<file path="src/rtl/mux4_arb_pkg.sv">
// Shared types, source indices and round-robin helper for the mux4 arbiter.
package mux4_arb_pkg;

  typedef enum logic [0:0] {
    IDLE  = 1'b0,
    GRANT = 1'b1
  } arb_state_e;

  localparam logic [1:0] SRC_A = 2'd0;
  localparam logic [1:0] SRC_B = 2'd1;
  localparam logic [1:0] SRC_C = 2'd2;
  localparam logic [1:0] SRC_D = 2'd3;

  // First requesting index scanning ptr, ptr+1, ptr+2, ptr+3 (mod 4); returns ptr if none request.
  function automatic logic [1:0] rr_next_idx(input logic [3:0] req, input logic [1:0] ptr);
    logic [1:0] result;
    logic [1:0] idx;
    result = ptr;
    for (int k = 3; k >= 0; k--) begin
      idx = ptr + k[1:0];
      if (req[idx]) result = idx;
    end
    return result;
  endfunction

endpackage

</file>
<file path="src/rtl/mux4_w.sv">
// Parameterized W-bit 4:1 multiplexer selected by {s1,s0}.
module mux4_w #(
  parameter int W = 8
) (
  input  logic [W-1:0] a,
  input  logic [W-1:0] b,
  input  logic [W-1:0] c,
  input  logic [W-1:0] d,
  input  logic         s1,
  input  logic         s0,
  output logic [W-1:0] y
);

  always_comb begin
    case ({s1, s0})
      2'd0:    y = a;
      2'd1:    y = b;
      2'd2:    y = c;
      default: y = d;
    endcase
  end

endmodule

</file>
<file path="src/rtl/mux4_rr_arbiter.sv">
// Round-robin arbiter owning the select lines of a shared 4:1 mux.
// Optional forced rotation after MAX_HOLD granted cycles: define MUX4_ARB_TIMEOUT_EN.
module mux4_rr_arbiter
  import mux4_arb_pkg::*;
#(
  parameter int W        = 8,
  parameter int MAX_HOLD = 8
) (
  input  logic         clk,
  input  logic         rst,
  input  logic [3:0]   req,
  input  logic [W-1:0] a,
  input  logic [W-1:0] b,
  input  logic [W-1:0] c,
  input  logic [W-1:0] d,
  output logic [3:0]   gnt,
  output logic         s1,
  output logic         s0,
  output logic         valid,
  output logic [W-1:0] y
);

  arb_state_e state_q, state_d;
  logic [3:0] gnt_q, gnt_d;
  logic [1:0] sel_q, sel_d;
  logic [1:0] ptr_q, ptr_d;
  logic       grant_new;
  logic [3:0] pick_req;
  logic [1:0] idx;
  logic [W-1:0] mux_y;

`ifdef MUX4_ARB_TIMEOUT_EN
  localparam int CW = $clog2(MAX_HOLD + 1);
  localparam logic [CW-1:0] HOLD_MAX = CW'(MAX_HOLD);
  logic [CW-1:0] hold_q, hold_d;
`else
  logic unused_max_hold;
  assign unused_max_hold = ^MAX_HOLD;
`endif

  // Since ptr sits just past the owner, scanning from ptr visits the owner last.
  always_comb begin
    state_d   = state_q;
    gnt_d     = gnt_q;
    sel_d     = sel_q;
    ptr_d     = ptr_q;
    grant_new = 1'b0;
    pick_req  = req;
`ifdef MUX4_ARB_TIMEOUT_EN
    hold_d    = hold_q;
`endif
    case (state_q)
      IDLE: begin
        if (|req) grant_new = 1'b1;
      end
      default: begin
        if (req[sel_q]) begin
`ifdef MUX4_ARB_TIMEOUT_EN
          if ((hold_q == HOLD_MAX) && (|(req & ~gnt_q))) begin
            grant_new = 1'b1;
            pick_req  = req & ~gnt_q;
          end else if (hold_q != HOLD_MAX) begin
            hold_d = hold_q + 1'b1;
          end
`endif
        end else if (|req) begin
          grant_new = 1'b1;
        end else begin
          state_d = IDLE;
          gnt_d   = 4'b0000;
        end
      end
    endcase
    idx = rr_next_idx(pick_req, ptr_q);
    if (grant_new) begin
      state_d = GRANT;
      gnt_d   = 4'b0001 << idx;
      sel_d   = idx;
      ptr_d   = idx + 2'd1;
`ifdef MUX4_ARB_TIMEOUT_EN
      hold_d  = {{(CW-1){1'b0}}, 1'b1};
`endif
    end
  end

  always_ff @(posedge clk or posedge rst) begin
    if (rst) begin
      state_q <= IDLE;
      gnt_q   <= 4'b0000;
      sel_q   <= SRC_A;
      ptr_q   <= SRC_A;
    end else begin
      state_q <= state_d;
      gnt_q   <= gnt_d;
      sel_q   <= sel_d;
      ptr_q   <= ptr_d;
    end
  end

`ifdef MUX4_ARB_TIMEOUT_EN
  always_ff @(posedge clk or posedge rst) begin
    if (rst) hold_q <= '0;
    else     hold_q <= hold_d;
  end
`endif

  mux4_w #(.W(W)) u_mux (
    .a  (a),
    .b  (b),
    .c  (c),
    .d  (d),
    .s1 (sel_q[1]),
    .s0 (sel_q[0]),
    .y  (mux_y)
  );

  assign gnt   = gnt_q;
  assign s1    = sel_q[1];
  assign s0    = sel_q[0];
  assign valid = |gnt_q;
  assign y     = valid ? mux_y : '0;

endmodule

</file>
<file path="config.mk">
export PLATFORM = sky130hd
export DESIGN_NAME = mux4_rr_arbiter
export DESIGN_NICKNAME = d
export VERILOG_FILES = /design/src/rtl/mux4_arb_pkg.sv /design/src/rtl/mux4_w.sv /design/src/rtl/mux4_rr_arbiter.sv
export SDC_FILE = /design/constraint.sdc
export NUM_CORES = 1
export LEC_CHECK = 0
export ABC_AREA = 0
export CELL_PAD_IN_SITES_DETAIL_PLACEMENT = 2
export CELL_PAD_IN_SITES_GLOBAL_PLACEMENT = 2
export CORE_MARGIN = 8
export CORE_UTILIZATION = 20
export CTS_CLUSTER_DIAMETER = 30
export DETAILED_ROUTE_END_ITERATION = 8
export PLACE_DENSITY_LB_ADDON = 0.1
export SLEW_MARGIN = 20
export SYNTH_ARGS = -nofsm -noshare
export SYNTH_HDL_FRONTEND = slang
export SYNTH_SLANG_ARGS = --single-unit
</file>
<file path="constraint.sdc">
create_clock -name clk -period 2 [get_ports clk]
set_input_delay 0.6 -clock clk [delete_from_list [all_inputs] [get_ports clk]]
set_output_delay 0.6 -clock clk [all_outputs]
set_load 0.01 [all_outputs]
</file>
* After elaboration in Yosys (flattened, before gate mapping) *
Index checks and enable logic that the tools add are counted.

cells by class
  reduce and logical (&&, ||, !) cells = 5
  mux-type cells = 26
  shift operators = 1
  add/subtract/negate cells = 4
  $lt $le $gt $ge = 5
  div/mod/pow operators = 0
  bitwise logic cells = 0
  equality and inequality tests = 4
  $mul = 0

operator list
  operator                                             number
  one-hot mux 8 bit (3 select lines)                   1
  two-way mux 4 bit                                    4
  < comparator 2 x 3 -> 1 bit (second input constant)  5
  two-way mux 1 bit                                    11
  binary-select mux 1 bit (select 2 bit)               5
  two-way mux 2 bit                                    4
  two-way mux 8 bit                                    1
  OR reduction 4 bit                                   2
  adder 2 x 1 -> 2 bit (second input constant)         2
  adder 2 bit (second input constant)                  2
  != test 2 bit (second input constant)                2
  left shift 1 x 2 -> 4 bit (first input constant)     1
  AND reduction 3 bit                                  1
  == test 2 x 1 -> 1 bit (second input constant)       1
  == test 2 bit (second input constant)                1
  logical NOT 2 bit                                    1
  nonzero test 2 bit                                   1

storage, ports and cells
  register bits = 9
  latch bits = 0
  output and inout port bits = 15
  ROM bits = 0
  input port bits = 38
  RAM bits = 0
  logic and storage cells = 49
  memories = 0

* Logic depth before layout (Yosys ltp) *
Gate-level depths: netlist (run 1).

  word-level depth = 9
  mapped depth = 6
  depth with buffers taken out = 5

* Hierarchy *
Synthesis (run 1) repeated with hierarchy kept, for this count alone.

unflattened totals
  cell total of the unflattened synthesis = 64
  area, all modules = 754.5 um^2

by module, submodules not included
  module           area an instance (um^2)  sequential area each (um^2)  instances  cells an instance
  mux4_rr_arbiter  558.0                    225.2                        1          54
  mux4_w           196.4                    0.0                          1          10

* Worst setup path before layout (run 1) *
Ideal clock, no wire load.

  path kind = flip-flop to output port
  start = register gnt_q[3], in the netlist gnt[3]
  end = output valid
  arrival time = 1.398 ns
  data required time = 1.400 ns
  buffers on the path = 0
  stages on the path, launching flop included = 3
  slack = 0.002 ns
  cells stage by stage = dfrtp_1 nor4_1 inv_1

between the ends
  word-level cells in the longest chain between the ends = 1

RTL lines
  element                 line                    RTL
  from (decl)             mux4_rr_arbiter.sv:24   logic [3:0] gnt_q, gnt_d;
  from (signal assigned)  mux4_rr_arbiter.sv:94   gnt_q <= gnt_d;
  OR reduction 4 bit      mux4_rr_arbiter.sv:120  assign valid = |gnt_q;
  to (decl)               mux4_rr_arbiter.sv:19   output logic valid,

Every way passes these cells.

* Worst setup path in the final report (run 1) *
  start = input a[3]
  end = output y[3]

between the ends
  word-level cells in the longest chain between the ends = 2

RTL lines
  element                             line                    RTL
  from (decl)                         mux4_rr_arbiter.sv:12   input logic [W-1:0] a,
  one-hot mux 8 bit (3 select lines)  mux4_w.sv:15            case ({s1, s0})
  two-way mux 8 bit                   mux4_rr_arbiter.sv:121  assign y = valid ? mux_y : '0;
  to (decl)                           mux4_rr_arbiter.sv:20   output logic [W-1:0] y

Every way passes these cells.

==> metrics.cfg, run 1 <==
[sta]
finClkSkew_ps = 3.84
slew_violations = 0
setup_viol = 8
fin_crit_sh_pct = 108
max_slew_margin_pct = 75.9
fin_tns_setup_ps = -1120
finalHoldViolCount = 0
rsz0062_at_grt = yes
setup_slack_ps = -151
period_minus_slack_ps = 2150
tightest_slew_ps = 362
fmax_mhz = 465

[pwr]
power_leakage_nw = 0.726
p_per_area_nw_per_um2 = 1300
irDropWorstVdd_uv = 326

[floorplan]
start_util_pct = 20.8
die_w_um = 80.2
core_region_area_um2 = 3970
dieHeight_um = 80.2
fp.dieArea_um2 = 6430
num_io_pins = 53
rows = 23

[cells_and_area]
antenna_cells = 0
syn_to_final_growth_pct = 94.7
final_nets = 193
final_area_um2 = 1610
drive_above_1_share_pct = 38.3
fin_cells = 204
post-route-util_pct = 40.4

[global_route]
grt_overflow = 0
grt_pass1_wl_um = 5760
grt_max_degree = 11
grt_pass1_vias = 1054
grtUsageTotal_pct = 11.5
antenna_found_initial = 0

[clocking]
clk_pin_slew_ps = 40
cts_buffers = 3
cts_max_level = 1
clock_latency_ps = 230
cts_root_buffer = clkbuf_8
cts.sinks = 9
clockBufferDepth = 2
cts_tree = yes

[place]
io_buffers = 52
place_area_um2 = 1550
dp.final_hpwl_um = 3060
dp_slack_ps = -717
gp_congestion = 0.754
place_inst = 197

[synthesis]
yosysTopAreaCell = dfrtp_1
syn_nets = 115
synthCells = 77
yosys-top-cells-count = nor2b_1, dfrtp_1, mux4_1, nand2_1
synthDominantCellAreaShare_pct = 27.3
synth_edf_count = 0
synthArstFlopShare_pct = 100
ys_dominant_reg_cell = dfrtp_1
synth_area_leaders = dfrtp_1, mux4_1, nor2b_1, nand2_1, o21ai_0
postSynthAreaPerCell_um2 = 10.7
ys_warn_count = 0
synth_seq_area_share_pct = 27.3
synth.distinct_cells = 31
synth_area_um2 = 825
synth_seq_cells = 9
synth.most_common_cell = nor2b_1

[worst_setup_path]
worstSetupPathType = input port to output pin
r2r_slack_ps = 250
cp-end-kind = output pin
worstPathRequired_ps = 1400
cp.arrival_ps = 1550
r2r_start = sel_q[0]
cp-start-kind = input port
startpoint = a[3]
critPathMaxFanout = 1

[hold_path]
hold_start = ptr_q[0]
hold_class = flop to flop

[routing]
drt_wl_total_um = 3660
wire_per_inst_um = 17.9
drtPass1Iterations = 4
via_count = 950
drc = 0
detail_route.iter0.violations = 38
ant_nets = 0
viasPerCell = 4.66

[status]
violations = setup timing
status = finished, violations left

[flow_run]
drv_cap = 0

-- per-layer routing --
| metal | vias up | track usage, % | wire length [um] |
|---|---|---|---|
| met2 | 27 | 22.9 | 2110 |
| met3 | 4 | 1.67 | 140 |
| li1 | 441 | - | - |
| met5 | - | 0 | 0 |
| met4 | 0 | 2.18 | 26 |
| met1 | 478 | 12.4 | 1380 |
-- where the power goes --
| part | switching [W] | internal [W] |
|---|---|---|
| Sequential | 0.000112 | 0.000259 |
| Clock | 0.0000737 | 0.000139 |
| Combinational | 0.000608 | 0.000899 |
| Total | 0.000793 | 0.00130 |
-- path summary, 6_finish.rpt --
| check | endpoint | depth (start not counted) |
|---|---|---|
| worst max-delay path | y[3] | 4 |
| worst min register to register | ptr_q[0] | 1 |
| worst max register to register | ptr_q[0] | 6 |
| worst min-delay path | ptr_q[0] | 1 |
| max in group asynchronous | sel_q[1] | 2 |
| min in group asynchronous | gnt[2] | 2 |
-- critical path, cell delays in order --
cell and delay (ps):
dlygate4sd2_1 240, mux4_2 440, nor2b_1 140, buf_2 140
-- placed cells by master, fill, tap and decap left out, types with 2 or more instances in the layout --
master	synthesis	final
nand3_1	2	2
buf_6	1	5
o21ai_1	0	2
nor4_2	1	2
clkdlybuf4s15_1	0	21
dlygate4sd2_1	0	14
dfrtp_2	0	2
dlymetal6s2s_1	0	2
nor2_1	5	5
nor2b_1	11	8
buf_2	0	5
o21ai_2	2	2
clkbuf_8	1	3
inv_1	4	4
nand2_1	7	7
a21oi_1	2	2
mux4_2	1	9
dfrtp_1	9	7
nor2b_4	0	3
o21ai_0	5	3
buf_4	0	19
clkdlybuf4s50_1	0	7
o211ai_1	2	2
-- cell type report --
class                      count  area (um^2)
timing repair buffer          75          697
multi-input combinational     61          554
fill                         439         2370
clock buffer                   4         45.0
tap                           50         62.6
inverter                       5         18.8
sequential                     9          228
-- repair_timing --
| action | CTS | global route |
|---|---|---|
| setup endpoints to repair | 14 | 13 |
| hold endpoints to repair | 0 | 0 |
| pin swaps | 1 | 2 |
| gates resized for setup | 99 | 14 |
| setup buffers | 2 | 0 |
| hold buffers | 0 | 0 |
| gates cloned | 0 | 1 |
-- sequential cells by signal, summed over array words and instances (netlist names) --
signal and flops:
sel_q 2, ptr_q 2, state_q 1, gnt 4
-- per-stage QoR --
| step | total power (W) | hold WS, ps |
|---|---|---|
| after floorplan | 0.00102 | 428 |
| after global routing | 0.00223 | 618 |
| after global placement | 0.00175 | 566 |
| after detailed placement | 0.00179 | 578 |
| after CTS | 0.00195 | 593 |
| final | 0.00209 | 589 |
-- cell families (layout without fill, tap and decap cells) --
group / Yosys count / after routing / share of synthesized area, %
mux: 9 / 9 / 28.2
compound gates: 17 / 17 / 14.3
simple gates: 34 / 34 / 23.8
buf+inv: 7 / 84 / 5.31
flops: 9 / 9 / 27.3
xor+xnor: 1 / 1 / 1.06
No activity file was read; power rests on OpenSTA's default activity.
==> inputs of run 2 (changes only) <==
--- a/config.mk
+++ b/config.mk
@@ -12,6 +12,7 @@
 export CORE_UTILIZATION = 20
 export CTS_CLUSTER_DIAMETER = 30
 export DETAILED_ROUTE_END_ITERATION = 8
+export GPL_TIMING_DRIVEN = 0
 export PLACE_DENSITY_LB_ADDON = 0.1
 export SLEW_MARGIN = 20
 export SYNTH_ARGS = -nofsm -noshare
==> run 2 against run 1 <==
Effect of this change: the run still ends with setup timing left; register-to-register slack worse by 200 ps; routed wire length down 1.3%; power up 1.2%; clock skew up 2.5 ps; sequential share of layout area up 0.54 points; clock power down 2%; largest power group unchanged.
==> metrics.cfg, run 2 (same netlist as run 1, synthesis figures left out) <==
[clocking]
clockBufferDepth = 2  ; unchanged
cts_buffers = 3  ; unchanged
cts_tree = yes
cts_hold_buf = 0  ; unchanged
cts.sinks = 9  ; unchanged
clock_latency_ps = 230  ; about the same
cts_root_buffer = clkbuf_8
clk_pin_slew_ps = 50  ; about the same
cts_max_level = 1  ; unchanged

[hold_path]
holdPathStages = 1  ; unchanged
hold_class = flop to flop

[floorplan]
fp.dieArea_um2 = 6430  ; unchanged
rows = 23  ; unchanged
core_region_area_um2 = 3970  ; unchanged
start_util_pct = 20.8  ; unchanged
die_w_um = 80.2  ; unchanged
num_io_pins = 53  ; unchanged
dieHeight_um = 80.2  ; unchanged

[routing]
drc = 0  ; unchanged
detail_route.iter0.violations = 18  ; -53%
wire_per_inst_um = 18.9  ; +5.5%
viasPerCell = 4.49  ; -3.5%
via_count = 858  ; -9.7%
drtPass1Iterations = 4  ; unchanged
ant_nets = 0  ; unchanged
drt_wl_total_um = 3610  ; -1.3%

[global_route]
grt_overflow = 0  ; unchanged
grtUsageTotal_pct = 11.5  ; -0.087 points
grt_pass1_wl_um = 5690  ; -1.3%
antenna_found_initial = 0  ; unchanged
grt_pass1_vias = 961  ; -8.8%
grt_max_degree = 11  ; unchanged

[sta]
max_slew_margin_pct = 69.3  ; -6.6 points
setup_slack_ps = -162  ; -10.5 ps
setup_viol = 8  ; unchanged
fin_tns_setup_ps = -1150  ; -35.6 ps
fin_crit_sh_pct = 108  ; +0.53 points
rsz0062_at_grt = yes
finClkSkew_ps = 6.36  ; +2.52 ps
period_minus_slack_ps = 2160  ; +10.5 ps
tightest_slew_ps = 460  ; +98.3 ps
slew_violations = 0  ; unchanged
fmax_mhz = 463  ; -0.49%
finalHoldViolCount = 0  ; unchanged

[worst_setup_path]
cp-end-kind = output pin
worstPathRequired_ps = 1400  ; about the same
cp-start-kind = flop
worstSetupPathType = flop to output pin
worstRegToRegCells = 8  ; +2
cp.arrival_ps = 1560  ; about the same
critPathMaxFanout = 4  ; +3

[pwr]
switching_power_w = 0.000819  ; +3.3%
power_leakage_nw = 0.669  ; -7.8%
p_int_w = 0.00130  ; about the same
p_per_area_nw_per_um2 = 1370  ; +5.1%
power.share.combinational_pct = 73.4  ; +1.3 points
irDropWorstVdd_uv = 268  ; -18%
total_power_w = 0.00212  ; +1.2%
clkPwrFrac_pct = 9.9  ; -0.3 points
power_frac_seq_pct = 16.8  ; -1.0 points
switching_share_pct = 38.7  ; +0.78 points

[place]
io_buffers = 52  ; unchanged
dp_slack_ps = -738  ; -20.9 ps
dp.final_hpwl_um = 2910  ; -4.8%
gp_congestion = 0.724  ; -4.0%

[flow_run]
drv_cap = 0  ; unchanged

[status]
violations = setup timing
status = finished, violations left

[cells_and_area]
final_nets = 180  ; -6.7%
final_cell_mix = dlygate4sd2_1, clkdlybuf4s15_1, mux4_2
antenna_cells = 0  ; unchanged
drive_above_1_share_pct = 34.0  ; -4.3 points
largest_reg_flops = 4  ; unchanged
layout_commonest_cell = dlygate4sd2_1
syn_to_final_growth_pct = 87.6

## run 2: layout make-up
cell class                 instances  area [um^2]
buffer                             2         33.8
multi-input combinational         61          587
clock buffer                       4         45.0
timing repair buffer              60          572
fill                             439         2420
sequential                         9          228
tap                               50         62.6
inverter                           5         18.8
## run 2: metrics by stage
stage,std cells,cell area [um^2],hold WS (ps),util (%)
4_1_cts,188,1440,582,36.3
2_1_floorplan,77,825,428,-
5_1_grt,191,1550,628,38.9
3_5_place_dp,180,1420,529,35.7
6_report,191,1550,582,38.9
3_3_place_gp,179,1410,504,35.4
## run 2: final timing paths
kind / startpoint / endpoint / slack [ps]
max in group asynchronous: rst / gnt[2] / 1080
min: ptr_q[0] / ptr_q[0] / 580
min reg2reg: ptr_q[0] / ptr_q[0] / 580
max reg2reg: sel_q[0] / ptr_q[0] / 50
min in group asynchronous: rst / state_q / 640
max: sel_q[0] / y[4] / -160
## run 2: critical path: stages (launching register included)
cell	delay, ps
dfrtp_2	410
clkbuf_16	160
mux4_2	470
nor2b_1	140
buf_2	140
## run 2: power by group through the flow
stage	combinational [W]	sequential, W	clock, W
CTS	0.00135	0.000346	0.000216
finish	0.00155	0.000355	0.000209
global placement	0.00126	0.000326	0
floorplan	0.000684	0.000334	0
detailed placement	0.00132	0.000338	0
global route	0.00169	0.000367	0.000222
## run 2: layer usage
layer	vias to the layer above	track usage, %	routed length (um)
met3	2	1.00	81
met2	19	21.6	2040
met5	-	0	0
li1	412	-	-
met1	425	13.2	1470
met4	0	3.27	24
## run 2: repair_timing
item,4_1_cts,5_1_grt
setup endpoints to repair,16,9
gates resized for setup,101,14
cloned,0,1
pin swaps,2,6
buffers inserted,4,2
==> inputs of run 3 (changes only) <==
--- a/config.mk
+++ b/config.mk
@@ -8,6 +8,7 @@
 export ABC_AREA = 0
 export CELL_PAD_IN_SITES_DETAIL_PLACEMENT = 2
 export CELL_PAD_IN_SITES_GLOBAL_PLACEMENT = 2
+export CORE_ASPECT_RATIO = 1.5
 export CORE_MARGIN = 8
 export CORE_UTILIZATION = 20
 export CTS_CLUSTER_DIAMETER = 30
==> run 3 against run 2 <==
Effect of this change: the flow still finishes with violations (setup timing); via count is 2.0% higher; count of clock-buffer cells in the layout stayed put; clock skew fell by 1.7 ps; maximum frequency rose by 0.51%; combinational power is 11% lower; first-iteration DRC count is 28% lower; worst hold slack lost 17 ps; critical endpoint is now y[2]; highest routed layer unchanged.
==> metrics.cfg, run 3 (same netlist as run 1, synthesis figures left out) <==
[routing]
viasPerCell = 4.81  ; +7.0%
drc = 0  ; unchanged
drt_wl_total_um = 3460  ; -4.1%
wire_per_inst_um = 19.0  ; +0.61%
via_count = 875  ; +2.0%
detail_route.iter0.violations = 13  ; -5
ant_nets = 0  ; unchanged
drtPass1Iterations = 2  ; -2

[global_route]
antenna_found_initial = 0  ; unchanged
grt_pass1_vias = 1014  ; +5.5%
grtUsageTotal_pct = 11.2  ; -0.29 points
grt_pass1_wl_um = 5510  ; -3.1%
grt_overflow = 0  ; unchanged
grt_max_degree = 11  ; unchanged

[sta]
setup_viol = 8  ; unchanged
finClkSkew_ps = 4.65  ; -1.71 ps
setup_slack_ps = -151  ; +10.9 ps
period_minus_slack_ps = 2150  ; -10.9 ps
finalHoldViolCount = 0  ; unchanged
slew_violations = 0  ; unchanged
tightest_slew_ps = 513  ; +53.1 ps
fin_crit_sh_pct = 108  ; -0.54 points
fmax_mhz = 465  ; +0.51%
fin_tns_setup_ps = -1150  ; +1.13 ps
max_slew_margin_pct = 65.5  ; -3.8 points
rsz0062_at_grt = yes

[worst_setup_path]
reg2reg_to = ptr_q[0]
worstRegToRegCells = 7  ; -1
path_delay_family = multiplexers
critPathMaxFanout = 4  ; unchanged
r2r_start = sel_q[0]
crit_buf_inv = 2  ; unchanged
worstSetupPathType = flop to output pin
slowest_delay_ps = 470  ; about the same
cp.arrival_ps = 1550  ; about the same
r2r_slack_ps = 110  ; +60 ps
cp-end-kind = output pin
worstPathCellList = clkbuf_16, mux4_2, nor2b_1, buf_2
cp_slowest_cell = mux4_2
worstPathRequired_ps = 1400  ; about the same
cp-start-kind = flop

[floorplan]
die_w_um = 68.4  ; -15%
rows = 28  ; +22%
start_util_pct = 20.8  ; +0.066 points
num_io_pins = 53  ; unchanged
dieHeight_um = 94.6  ; +18%
fp.dieArea_um2 = 6480  ; +0.65%
core_region_area_um2 = 3960  ; -0.32%

[place]
gp_congestion = 0.773  ; +6.8%
dp.final_hpwl_um = 2890  ; -0.60%
place_inst = 175  ; -2.8%
io_buffers = 52  ; unchanged
place_area_um2 = 1410  ; -0.44%

[pwr]
total_power_w = 0.00194  ; -8.5%
power_leakage_nw = 0.632  ; -5.5%
p_per_area_nw_per_um2 = 1330  ; -3.1%
irDropWorstVdd_uv = 610  ; +130%

[cells_and_area]
antenna_cells = 0  ; unchanged
final_nets = 176  ; -2.2%
fin_cells = 182  ; -4.7%
fill_cells = 449  ; +2.3%
largest_reg_flops = 4  ; unchanged
final_area_um2 = 1460  ; -5.6%
drive_above_1_share_pct = 30.7  ; -3.4 points
layout_commonest_cell = dlygate4sd2_1
final_cell_mix = dlygate4sd2_1, clkdlybuf4s15_1, mux4_2, nor2b_1, dfrtp_1
post-route-util_pct = 36.9  ; -2.1 points
syn_to_final_growth_pct = 77.1

[clocking]
cts_max_level = 1  ; unchanged
clk_pin_slew_ps = 50  ; about the same
cts.sinks = 9  ; unchanged
cts_tree = yes
clock_latency_ps = 230  ; about the same
clockBufferDepth = 2  ; unchanged
cts_root_buffer = clkbuf_8
cts_buffers = 3  ; unchanged

[hold_path]
hold_class = flop to flop
min_to = gnt[3]
holdPathStages = 2  ; +1
hold_start = gnt[3]

[status]
violations = setup timing
status = finished, violations left

[flow_run]
drv_cap = 0  ; unchanged

-- run 3: cell count changes in the layout (fill, tap and decap cells not counted) --
cell and change:
buf_2 +3, clkbuf_4 +1, nor2b_1 +2, dfrtp_1 +1, a21boi_1 -1, nor2b_4 -2
dfrtp_2 -1, nor4_2 +1, buf_4 -3, clkdlybuf4s15_1 -2, a21boi_2 +1, nor4_4 -1
buf_6 -5, dlygate4sd2_1 +2
-- run 3: final cells by class --
type	count	area (um^2)	share of cell area, %
multi-input combinational	61	567	38.8
timing repair buffer	56	513	35.1
sequential	9	226	15.5
tap	45	56.3	3.86
clock buffer	4	45.0	3.08
buffer	2	33.8	2.31
inverter	5	18.8	1.29
-- run 3: per-stage QoR --
stage / setup slack [ps] / hold WS (ps)
after floorplan: 1.59 / 428
after global placement: -1130 / 502
after detailed placement: -754 / 531
after CTS: -168 / 575
after global routing: -208 / 607
final: -151 / 565
-- run 3: per-layer routing --
layer / GRT usage (%) / wire length (um) / vias to the layer above
li1: - / - / 405
met1: 11.5 / 1180 / 442
met2: 22.3 / 2060 / 26
met3: 0.712 / 194 / 2
met4: 3.09 / 31 / 0
met5: 0 / 0 / -
-- run 3: worst max-delay path by stage --
stage	start	end	slack, ps	cells after the start
after floorplan	gnt[3]	valid	2	2
after CTS	sel_q[0]	y[0]	-170	4
final	sel_q[0]	y[2]	-150	4
after global placement	gnt[3]	y[1]	-1130	3
after detailed placement	a[0]	y[0]	-750	4
after global routing	sel_q[0]	y[2]	-210	4
-- run 3: power by group --
part | internal (W) | switching [W] | total, W | leakage (nW)
Combinational | 0.000777 | 0.000601 | 0.00138 | 0.501
Sequential | 0.000257 | 0.0000941 | 0.000352 | 0.108
Clock | 0.000139 | 0.0000675 | 0.000206 | 0.0228
-- run 3: worst register-to-register path, cell delays in order, from the launching register on --
cell and delay (ps):
dfrtp_2 410, clkbuf_16 160, buf_4 120, mux4_2 520
nand2_2 120, nand2_4 70, or2_4 280, o21a_1 100
-- run 3: what timing repair did --
| item | 4_1_cts | 5_1_grt |
|---|---|---|
| gates cloned | 0 | 1 |
| pin swaps | 1 | 0 |
| hold buffers | 0 | 0 |
| setup endpoints to repair | 17 | 10 |
| buffers inserted | 2 | 0 |
| gates resized for setup | 97 | 7 |
